## src/rtl/inst_encoder_pkg.sv

```systemverilog
// Shared types and constants for the RV32I instruction encoder and its
// companion immediate decoder.
package inst_enc_pkg;

  // Immediate format selector; the same codes are used by the decoder.
  typedef enum logic [2:0] {
    IMM_I  = 3'b000,
    IMM_J  = 3'b001,
    IMM_U  = 3'b010,
    IMM_B  = 3'b011,
    IMM_S  = 3'b100,
    IMM_R  = 3'b101,
    IMM_X6 = 3'b110,
    IMM_X7 = 3'b111
  } imm_type_e;

  // RV32I major opcodes used by the program builder.
  localparam logic [6:0] OP_IMM = 7'h13;
  localparam logic [6:0] STORE  = 7'h23;
  localparam logic [6:0] BRANCH = 7'h63;
  localparam logic [6:0] JAL    = 7'h6F;
  localparam logic [6:0] LUI    = 7'h37;
  localparam logic [6:0] OP     = 7'h33;

  // One encode request as seen by the packer.
  typedef struct packed {
    imm_type_e   imm_type;
    logic [6:0]  opcode;
    logic [4:0]  rd;
    logic [2:0]  funct3;
    logic [4:0]  rs1;
    logic [4:0]  rs2;
    logic [6:0]  funct7;
    logic [31:0] imm;
  } inst_req_t;

  // True when v[31:msb] are all equal, i.e. v survives a sign-extending
  // extraction of its low msb+1 bits.
  function automatic logic upper_same(input logic [31:0] v, input int unsigned msb);
    logic [31:0] m;
    m = 32'hFFFF_FFFF << msb;
    return ((v & m) == m) || ((v & m) == 32'h0);
  endfunction

endpackage

```

## src/rtl/inst_encoder_if.sv

```systemverilog
// Request/response bundle between the program builder and the encoder.
interface inst_enc_if #(
  parameter int ADDR_W = 10
);
  logic              in_valid;
  logic              in_ready;
  logic [2:0]        imm_type;
  logic [6:0]        opcode;
  logic [4:0]        rd;
  logic [2:0]        funct3;
  logic [4:0]        rs1;
  logic [4:0]        rs2;
  logic [6:0]        funct7;
  logic [31:0]       imm;
  logic              out_valid;
  logic              out_ready;
  logic [31:0]       out_inst;
  logic [ADDR_W-1:0] out_addr;

  // Producer of requests / consumer of encoded words.
  modport master (
    output in_valid, imm_type, opcode, rd, funct3, rs1, rs2, funct7, imm, out_ready,
    input  in_ready, out_valid, out_inst, out_addr
  );

  // The encoder itself.
  modport slave (
    input  in_valid, imm_type, opcode, rd, funct3, rs1, rs2, funct7, imm, out_ready,
    output in_ready, out_valid, out_inst, out_addr
  );
endinterface

```

## src/rtl/inst_encoder_pack.sv

```systemverilog
// Combinational packer: scatters the immediate into its RV32I bit slots
// (exact inverse of the decoder's extraction) and flags unencodable values.
module inst_pack
  import inst_enc_pkg::*;
(
  input  inst_req_t   req,
  output logic [31:0] inst,
  output logic        legal
);

  // Per-format bit placement and encodability check.
  always_comb begin
    inst  = 32'h0;
    legal = 1'b0;
    case (req.imm_type)
      IMM_I: begin
        inst  = {req.imm[11:0], req.rs1, req.funct3, req.rd, req.opcode};
        legal = upper_same(req.imm, 11);
      end
      IMM_S: begin
        inst  = {req.imm[11:5], req.rs2, req.rs1, req.funct3, req.imm[4:0], req.opcode};
        legal = upper_same(req.imm, 11);
      end
      IMM_B: begin
        inst  = {req.imm[12], req.imm[10:5], req.rs2, req.rs1, req.funct3,
                 req.imm[4:1], req.imm[11], req.opcode};
        legal = !req.imm[0] && upper_same(req.imm, 12);
      end
      IMM_U: begin
        inst  = {req.imm[31:12], req.rd, req.opcode};
        legal = (req.imm[11:0] == 12'h0);
      end
      IMM_J: begin
        inst  = {req.imm[20], req.imm[10:1], req.imm[11], req.imm[19:12], req.rd, req.opcode};
        legal = !req.imm[0] && upper_same(req.imm, 20);
      end
      IMM_R: begin
        inst  = {req.funct7, req.rs2, req.rs1, req.funct3, req.rd, req.opcode};
        legal = 1'b1;
      end
      default: begin
        inst  = 32'h0;
        legal = 1'b0;
      end
    endcase
  end

endmodule

```

## src/rtl/inst_encoder.sv

```systemverilog
// RV32I instruction encoder: packs request fields into a 32-bit word,
// stamps legal words with a sequential imem word address and hands them
// out through a 2-entry in-order buffer. Illegal requests are consumed and
// counted instead of being emitted.
module inst_encoder
  import inst_enc_pkg::*;
#(
  parameter int                ADDR_W    = 10,
  parameter logic [ADDR_W-1:0] BASE_ADDR = '0
)(
  input  logic         clk,
  input  logic         rst_n,
  input  logic         clear,
  inst_enc_if.slave    bus,
  output logic         err_sticky,
  output logic [7:0]   err_cnt
);

  inst_req_t         req_p0;
  logic [31:0]       inst_p0;
  logic              legal_p0;

  logic [1:0]        count;
  logic [31:0]       head_inst_p1;
  logic [31:0]       tail_inst_p1;
  logic [ADDR_W-1:0] head_addr_p1;
  logic [ADDR_W-1:0] tail_addr_p1;
  logic [ADDR_W-1:0] addr_cnt;

  logic              accept;
  logic              push;
  logic              drop;
  logic              pop;

  function automatic logic [7:0] sat_inc(input logic [7:0] v);
    return (v == 8'hFF) ? v : v + 8'd1;
  endfunction

  assign req_p0 = '{
    imm_type: imm_type_e'(bus.imm_type),
    opcode:   bus.opcode,
    rd:       bus.rd,
    funct3:   bus.funct3,
    rs1:      bus.rs1,
    rs2:      bus.rs2,
    funct7:   bus.funct7,
    imm:      bus.imm
  };

  inst_pack u_pack (
    .req   (req_p0),
    .inst  (inst_p0),
    .legal (legal_p0)
  );

  // Ready is held low through reset and during a flush.
  assign bus.in_ready  = rst_n && !clear && (count != 2'd2);
  assign accept        = bus.in_valid && bus.in_ready;
  assign push          = accept && legal_p0;
  assign drop          = accept && !legal_p0;
  assign pop           = (count != 2'd0) && bus.out_ready;

  assign bus.out_valid = (count != 2'd0);
  assign bus.out_inst  = head_inst_p1;
  assign bus.out_addr  = head_addr_p1;

  // ---- stage p0 -> p1: head slot (drives the outputs) and occupancy
  always_ff @(posedge clk or negedge rst_n) begin
    if (!rst_n) begin
      count        <= 2'd0;
      head_inst_p1 <= 32'h0;
      head_addr_p1 <= BASE_ADDR;
    end else if (clear) begin
      count <= 2'd0;
    end else begin
      case (count)
        2'd0: begin
          if (push) begin
            head_inst_p1 <= inst_p0;
            head_addr_p1 <= addr_cnt;
            count        <= 2'd1;
          end
        end
        2'd1: begin
          if (push && pop) begin
            head_inst_p1 <= inst_p0;
            head_addr_p1 <= addr_cnt;
          end else if (push) begin
            count <= 2'd2;
          end else if (pop) begin
            count <= 2'd0;
          end
        end
        2'd2: begin
          if (pop) begin
            head_inst_p1 <= tail_inst_p1;
            head_addr_p1 <= tail_addr_p1;
            count        <= 2'd1;
          end
        end
        default: count <= 2'd0;
      endcase
    end
  end

  // Tail slot: only written when a word queues behind a stalled head.
  always_ff @(posedge clk) begin
    if (push && (count == 2'd1) && !pop) begin
      tail_inst_p1 <= inst_p0;
      tail_addr_p1 <= addr_cnt;
    end
  end

  // Word-address counter and dropped-request bookkeeping.
  always_ff @(posedge clk or negedge rst_n) begin
    if (!rst_n) begin
      addr_cnt   <= BASE_ADDR;
      err_sticky <= 1'b0;
      err_cnt    <= 8'h0;
    end else if (clear) begin
      addr_cnt   <= BASE_ADDR;
      err_sticky <= 1'b0;
      err_cnt    <= 8'h0;
    end else begin
      if (push) begin
        addr_cnt <= addr_cnt + 1'b1;
      end
      if (drop) begin
        err_sticky <= 1'b1;
        err_cnt    <= sat_inc(err_cnt);
      end
    end
  end

endmodule

```

## src/flat_wrapper.sv

```systemverilog
// flat-port wrapper written by rule: the top's interface ports become plain ports
module inst_encoder_flat import inst_enc_pkg::*;
#(
  parameter int                ADDR_W    = 10,
  parameter logic [ADDR_W-1:0] BASE_ADDR = '0
)
  (clk, rst_n, clear, err_sticky, err_cnt, bus_in_valid, bus_imm_type, bus_opcode, bus_rd, bus_funct3, bus_rs1, bus_rs2, bus_funct7, bus_imm, bus_out_ready, bus_in_ready, bus_out_valid, bus_out_inst, bus_out_addr);
  inst_enc_if #(.ADDR_W(ADDR_W)) bus_i ();
  input  logic clk;
  input  logic rst_n;
  input  logic clear;
  output logic err_sticky;
  output logic [7:0] err_cnt;
  input wire logic [$bits(bus_i.in_valid)-1:0] bus_in_valid;
  input wire logic [$bits(bus_i.imm_type)-1:0] bus_imm_type;
  input wire logic [$bits(bus_i.opcode)-1:0] bus_opcode;
  input wire logic [$bits(bus_i.rd)-1:0] bus_rd;
  input wire logic [$bits(bus_i.funct3)-1:0] bus_funct3;
  input wire logic [$bits(bus_i.rs1)-1:0] bus_rs1;
  input wire logic [$bits(bus_i.rs2)-1:0] bus_rs2;
  input wire logic [$bits(bus_i.funct7)-1:0] bus_funct7;
  input wire logic [$bits(bus_i.imm)-1:0] bus_imm;
  input wire logic [$bits(bus_i.out_ready)-1:0] bus_out_ready;
  output wire logic [$bits(bus_i.in_ready)-1:0] bus_in_ready;
  output wire logic [$bits(bus_i.out_valid)-1:0] bus_out_valid;
  output wire logic [$bits(bus_i.out_inst)-1:0] bus_out_inst;
  output wire logic [$bits(bus_i.out_addr)-1:0] bus_out_addr;
  assign bus_i.in_valid = bus_in_valid;
  assign bus_i.imm_type = bus_imm_type;
  assign bus_i.opcode = bus_opcode;
  assign bus_i.rd = bus_rd;
  assign bus_i.funct3 = bus_funct3;
  assign bus_i.rs1 = bus_rs1;
  assign bus_i.rs2 = bus_rs2;
  assign bus_i.funct7 = bus_funct7;
  assign bus_i.imm = bus_imm;
  assign bus_i.out_ready = bus_out_ready;
  assign bus_in_ready = bus_i.in_ready;
  assign bus_out_valid = bus_i.out_valid;
  assign bus_out_inst = bus_i.out_inst;
  assign bus_out_addr = bus_i.out_addr;
  inst_encoder #(.ADDR_W(ADDR_W), .BASE_ADDR(BASE_ADDR)) u_core (.clk(clk), .rst_n(rst_n), .clear(clear), .bus(bus_i), .err_sticky(err_sticky), .err_cnt(err_cnt));
endmodule
```

## config.mk

```make
export PLATFORM = sky130hd
export DESIGN_NAME = inst_encoder_flat
export DESIGN_NICKNAME = d
export VERILOG_FILES = /design/src/rtl/inst_encoder_pkg.sv /design/src/rtl/inst_encoder_if.sv /design/src/rtl/inst_encoder_pack.sv /design/src/rtl/inst_encoder.sv /design/src/flat_wrapper.sv
export SDC_FILE = /design/constraint.sdc
export NUM_CORES = 1
export LEC_CHECK = 0
export CAP_MARGIN = 40
export CORE_UTILIZATION = 35
export DETAILED_ROUTE_END_ITERATION = 7
export HOLD_SLACK_MARGIN = 0.03
export PLACE_DENSITY = 0.7
export SETUP_SLACK_MARGIN = 0.15
export SLEW_MARGIN = 30
export SYNTH_ARGS = -nofsm -noshare
export SYNTH_HDL_FRONTEND = slang
export SYNTH_SLANG_ARGS = --single-unit
export TNS_END_PERCENT = 10
```

## constraint.sdc

```tcl
create_clock -name clk -period 12.9 [get_ports clk]
set_clock_uncertainty 0.15 [all_clocks]
set_input_delay 1.935 -clock clk [delete_from_list [all_inputs] [get_ports clk]]
set_output_delay 1.935 -clock clk [all_outputs]
set_load 0.005 [all_outputs]
```

==> key figures, run 1 <==
Finish
  – Fill cells: 1438
  – Antenna diode count: 0
  – Layout cells sized above 1: 0.1137
  – Nets: 711
  – Reg area: 0.002838 mm²
  – Area growth from synthesis to layout: 30.40%
  – Multi-input logic area: 0.002631 mm²

Clock tree
  – CTS root buf: clkbuf_16
  – Gates resized, CTS repair: 0
  – Num CTS Buffers: 9
  – CTS tree: yes
  – CTS H-tree depth: 3
  – CTS sink cnt: 105
  – Setup bufs post-CTS: 0
  – # hold bufs at CTS: 0
  – Clk pin slew, worst setup/hold paths: 0.07 ns
  – Worst-Skew Late Latency: 0.35 ns
  – Clock buffer depth: 2

Floorplan
  – Die ar.: 0.01663 mm²
  – Core area: 0.01583 mm²
  – Die W: 129.0 µm
  – Initial Util: 0.3565
  – Row count: 46
  – Die Height: 129.0 µm
  – Io pins: 125

Logic synthesis
  – Post-synthesis cell area: 0.005643 mm²
  – Post-synthesis mux area share: 0.1579
  – Simple-Gate Fraction of Synth Area: 0.1818
  – Compound-Gate Fraction of Synth Area: 0.1013
  – Post-synth EDFFs: 42
  – Most common cell in the synthesized netlist: nor2_1
  – Post-Synth Adder-Cell Area: 0.004435
  – Synth top area cells: dfrtp_1 (28%), edfxtp_1 (22%), mux2_1 (8.6%)
  – Post-synth top flop: dfrtp_1
  – Xor-xnor portion of the synthesized cell area: 0.01707
  – Post-synth top area share: 0.2794
  – Syn Nets: 599
  – Yosys reg bits: 105
  – Mean area per synthesized cell: 10.75 µm²
  – Synth top cells by count: nor2_1 (64), dfrtp_1 (63), nand2_1 (63)
  – Leading area contributor after synthesis: dfrtp_1
  – Yosys warns: 0
  – Cells after synthesis: 525
  – Unique masters post-synth: 56
  – Register area share after synthesis: 0.5029
  – Largest family of logic cells by synthesized area: simple AND/OR/NAND/NOR gates
  – Asr flop ratio synth: 0.6000

Power and ir drop
  – Worst-case vdd ir drop: 0.05976 mV
  – PwrDens: 101.3 mW/mm²
  – Sw Pwr: 0.1849 mW
  – Leak pwr: 2.909 nW
  – Clock Power Share: 0.344
  – Int Pwr: 0.5606 mW
  – Combinational share of power: 0.159
  – Sw frac: 0.2480
  – Sequential share of power: 0.497

Worst setup path
  – Slowest stage cell, crit path: clkdlybuf4s50_1
  – Critical path data arrival time: 3.49 ns
  – Buf/Inv on CP: 3
  – Setup Crit Path Kind: in -> out
  – Top Family by Delay on Critical Path: buffers and inverters
  – Reg2reg setup slack: 9.99 ns
  – Worst path cell trace: clkdlybuf4s50_1, buf_4, nor3b_2, clkdlybuf4s50_1
  – Critical Path Source Type: input pin
  – RR Endpoint: u_core.tail_inst_p1[28]
  – Worst path most repeated cell: clkdlybuf4s50_1
  – Worst r2r src: u_core.count[1]
  – CP Capture Type: primary output
  – Worst stage delay on the critical path: 0.56 ns
  – Crit Path Max Fanout: 30
  – Cells on worst reg2reg path: 6
  – Worst Path Required: 10.81 ns

Timing
  – Final hold violation count: 0
  – Relative slew slack: 0.5267
  – Final Critical Period: 5.573 ns
  – Highest Clock Rate: 0.1794 GHz
  – RSZ-0062 raised after global routing: no
  – Min setup slack post-route: 7.327 ns
  – Fin Setup TNS: 0 ns
  – Tightest Pin Transition: 0.7084 ns
  – Final Cycle Share: 0.4320
  – Finish-stage setup viols: 0
  – Max-slew violation count: 0

Global routing
  – First-pass GRT wire length: 24.18 mm
  – Initial antenna violation count: 0
  – Total track usage: 0.1893
  – Aggregate global routing overflow: 0
  – Largest net degree at the start of global routing: 64
  – Vias in the first global route: 4596

Routing
  – Metal-1 WL: 6.464 mm
  – DR DRC count: 0
  – Total Wirelength: 15.06 mm
  – Routed wl met3: 861 µm
  – ANT nets after route: 0
  – DR pass1 iterations: 5
  – Routed via count: 4531
  – Routed length per instance: 17.56 µm
  – Initial DRC Count: 327
  – Met2 WL: 7.409 mm
  – DR top layer: met4
  – DR vias/cell: 5.281

Min path
  – Hold Path Cell Cnt: 1
  – HP Start: u_core.bus.out_inst[0]
  – Hold WC Path Type: reg -> reg
  – Hold-critical path endpoint: u_core.bus.out_inst[0]

Placed design
  – DP Worst Slack: 7.048 ns
  – Placer's final routability congestion estimate: 0.8648
  – Port bufs: 124
  – Final HPWL DP: 10.65 mm

Job
  – Max Cap Viol: 0

Outcome
  – Status: complete, no violations
## layer usage
metal / track usage / vias up
met4: 0.08097 / 0
met2: 0.3167 / 183
met5: 0 / -
met1: 0.2443 / 2216
met3: 0.02869 / 22
li1: - / 2110
## power by group through the flow
stage	Clock [mW]	Combinational, mW	Sequential, mW
after floorplan	0	0.0460	0.376
after detailed placement	0	0.119	0.378
after CTS	0.262	0.119	0.371
after global placement	0	0.115	0.377
after global routing	0.271	0.130	0.372
final	0.256	0.119	0.370
## sequential cells by signal, summed over array words and instances (netlist names)
signal,cells
u_core.tail_addr_p1,10
u_core.bus.out_addr,10
u_core.err_sticky,1
u_core.addr_cnt,10
u_core.count,2
u_core.bus.out_inst,32
u_core.tail_inst_p1,32
u_core.err_cnt,8
## cell families after synthesis
| family | count (synthesis) |
|---|---|
| buffers and inverters | 36 |
| AO/OA/AOI/OAI | 81 |
| flip-flops | 105 |
| AND/OR/NAND/NOR | 212 |
| adder cells (fa/ha/maj) | 2 |
| multiplexers | 78 |
| XOR/XNOR | 11 |
## worst max-delay path by stage
| stage | start | end | slack, ns | cells past startpoint |
|---|---|---|---|---|
| final | clear | bus_in_ready | 7.33 | 4 |
| after CTS | clear | bus_in_ready | 7.30 | 4 |
| after floorplan | bus_imm[31] | u_core.tail_addr_p1[0] | 5.96 | 7 |
| after detailed placement | bus_imm[20] | u_core.tail_inst_p1[28] | 7.05 | 8 |
| after global placement | bus_imm_type[1] | u_core.tail_inst_p1[26] | 6.67 | 9 |
| after global routing | clear | bus_in_ready | 7.24 | 4 |
## layout by cell type (no fill, tap or decap), types with 3 or more instances in the layout
cell,instances
nor4_1,12
mux2_2,28
a211oi_1,3
inv_6,3
o21ai_0,22
mux2i_1,5
nand3_1,10
and2_1,9
edfxtp_1,42
nor2_1,64
mux2_1,43
nor2b_1,21
xnor2_1,9
a21oi_1,15
nand2_1,63
nand4_1,5
nor3_1,8
buf_4,7
dfrtp_1,63
inv_1,3
clkdlybuf4s50_1,123
o22ai_1,12
clkbuf_16,9
a22oi_1,18
## through the flow
step	power (mW)	hold WS, ns	area [µm²]	std cells	util
floorplan	0.4220	0.3115	5643	525	-
global placement	0.4927	0.3240	7028	839	0.4440
detailed placement	0.4962	0.3281	7074	841	0.4470
CTS	0.7523	0.3439	7343	857	0.4640
global route	0.7726	0.3558	7358	858	0.4649
finish	0.7455	0.3384	7358	858	0.4649
## final cells by class
class / instances / share of cell area
Clock buffer: 9 / 0.03061
Clock inverter: 7 / 0.005951
Inverter: 3 / 0.001530
Multi-Input combinational cell: 384 / 0.3576
Sequential cell: 105 / 0.3856
Tap cell: 216 / 0.03673
Timing Repair Buffer: 134 / 0.1819
Power figures use the tool's default switching activity.
==> run 2, diff against run 1 <==
--- a/config.mk
+++ b/config.mk
@@ -9,7 +9,7 @@
 export CORE_UTILIZATION = 35
 export DETAILED_ROUTE_END_ITERATION = 7
 export HOLD_SLACK_MARGIN = 0.03
-export PLACE_DENSITY = 0.7
+export PLACE_DENSITY = 0.72
 export SETUP_SLACK_MARGIN = 0.15
 export SLEW_MARGIN = 30
 export SYNTH_ARGS = -nofsm -noshare
==> constraint.sdc (replaced) <==
create_clock -name clk -period 4.6 [get_ports clk]
set_clock_uncertainty 0.15 [all_clocks]
set_input_delay 0.69 -clock clk [delete_from_list [all_inputs] [get_ports clk]]
set_output_delay 0.69 -clock clk [all_outputs]
set_load 0.005 [all_outputs]
==> run 2 against run 1 <==
  * Clock power grew to 2.8 times the previous value
  * Cell count grew 0.70%
  * Die area unchanged
  * Wire length rose by 2.8%
  * Critical endpoint is now u_core.tail_inst_p1[22]
  * Highest routed layer unchanged
  * Clock-buffer cell count grew 2
==> key figures, run 2 (synthesized netlist as in run 1, its figures left out) <==
Timing
  – Final hold violation count: 0
  – Relative slew slack: 0.6005
  – Finish-stage setup viols: 0
  – Final Cycle Share: 0.8087
  – RSZ-0062 raised after global routing: no
  – Highest Clock Rate: 0.2688 GHz
  – Min setup slack post-route: 0.8801 ns
  – Fin Setup TNS: 0 ns
  – Final Critical Period: 3.720 ns
  – Max-slew violation count: 0
  – Tightest Pin Transition: 0.5965 ns

Power and ir drop
  – Leak pwr: 2.946 nW
  – Worst-case vdd ir drop: 0.1716 mV
  – PwrDens: 281.8 mW/mm²
  – Power, Total: 2.093 mW

Placed design
  – Final HPWL DP: 11.42 mm
  – Port bufs: 124
  – Placer's final routability congestion estimate: 0.8559
  – DP Worst Slack: 0.4961 ns
  – Cell area after placement: 0.007127 mm²

Global routing
  – Initial antenna violation count: 0
  – Aggregate global routing overflow: 0
  – Total track usage: 0.1948
  – Largest net degree at the start of global routing: 64
  – Vias in the first global route: 4719
  – First-pass GRT wire length: 24.66 mm

Routing
  – DR pass1 iterations: 5
  – DR DRC count: 0
  – Total Wirelength: 15.49 mm
  – DR vias/cell: 5.252
  – Routed length per instance: 17.93 µm
  – ANT nets after route: 0
  – Routed via count: 4538
  – Initial DRC Count: 344

Clock tree
  – Worst-Skew Late Latency: 0.35 ns
  – # hold bufs at CTS: 0
  – Num CTS Buffers: 9
  – CTS tree: yes
  – Clock buffer depth: 2
  – CTS H-tree depth: 3
  – CTS sink cnt: 105
  – CTS root buf: clkbuf_16
  – Gates resized, CTS repair: 0
  – Setup bufs post-CTS: 0
  – Clk pin slew, worst setup/hold paths: 0.07 ns

Floorplan
  – Core area: 0.01583 mm²
  – Die Height: 129.0 µm
  – Die W: 129.0 µm
  – Row count: 46
  – Initial Util: 0.3565
  – Io pins: 125
  – Die ar.: 0.01663 mm²

Worst setup path
  – Worst Path Required: 4.43 ns
  – Critical path data arrival time: 3.55 ns
  – Setup Crit Path Kind: in -> reg
  – Reg2reg setup slack: 1.83 ns
  – Critical Path Source Type: input pin
  – CP Capture Type: flip-flop
  – Crit Path Max Fanout: 42

Finish
  – Commonest non-fill, non-tap cell in the layout: clkdlybuf4s50_1
  – Most frequent cells in the layout: clkdlybuf4s50_1 (123), nor2_1 (64), nand2_1 (63), dfrtp_1 (63), mux2_1 (43)
  – Layout cells sized above 1: 0.1219
  – Area growth from synthesis to layout: 31.62%
  – Nets: 717
  – Antenna diode count: 0
  – Design Area, Final: 0.007427 mm²
  – Post-layout util: 0.4692

Outcome
  – Status: complete, no violations

Min path
  – Hold WC Path Type: in -> async

Job
  – Max Cap Viol: 0
==> run 2: changes by cell type in the layout (fill, tap and decap cells not counted), sizes merged <==
| cell | delta |
|---|---|
| buf | +6 |
| clkbuf | +2 |
| inv | -2 |
==> run 2: per-layer routing <==
layer  wire (µm)  global-route usage  part of all wire  vias to the layer above
met1        6748              0.2441              0.44                     2206
li1            -                   -                 -                     2120
met2        7350              0.3269              0.47                      171
met5           0                   0                 0                        -
met4         528             0.08997             0.034                        0
met3         864             0.03534             0.056                       41
==> run 2: power by group <==
| part | internal [mW] | switching [mW] |
|---|---|---|
| Combinational | 0.194 | 0.145 |
| Clock | 0.372 | 0.343 |
| Sequential | 1.01 | 0.0241 |
==> run 2: final timing paths <==
path | from | cells after the start | to
min in group clk | u_core.bus.out_inst[3] | 1 | u_core.bus.out_inst[3]
setup / recovery | bus_imm[28] | 8 | u_core.tail_inst_p1[22]
max in group asynchronous | rst_n | 3 | u_core.err_cnt[6]
hold / removal | rst_n | 2 | u_core.bus.out_inst[24]
hold reg to reg | u_core.bus.out_inst[3] | 1 | u_core.bus.out_inst[3]
setup reg to reg | u_core.count[1] | 7 | u_core.err_cnt[5]
==> run 2: worst max-delay path: stages <==
cell and delay [ns]:
clkdlybuf4s50_1 0.49, nor4_1 0.51, nand3_1 0.24, nor4_1 0.44, a311o_2 0.34, o21ai_4 0.13
nor3b_4 0.17, buf_4 0.51
==> run 2: metrics by stage <==
step	hold WS [ns]	cells
after floorplan	0.2444	525
after global placement	0.3214	845
after detailed placement	0.3274	847
after CTS	0.3446	863
after global routing	0.2340	864
final	0.2406	864
==> run 2: layout make-up <==
cell class / count / area, µm²
clock buffer: 11 / 232.7
sequential: 105 / 2838
clock inverter: 5 / 40.04
tap: 216 / 270.3
multi-input combinational: 384 / 2626
inverter: 3 / 11.26
fill: 1403 / 8401
timing repair buffer: 140 / 1409
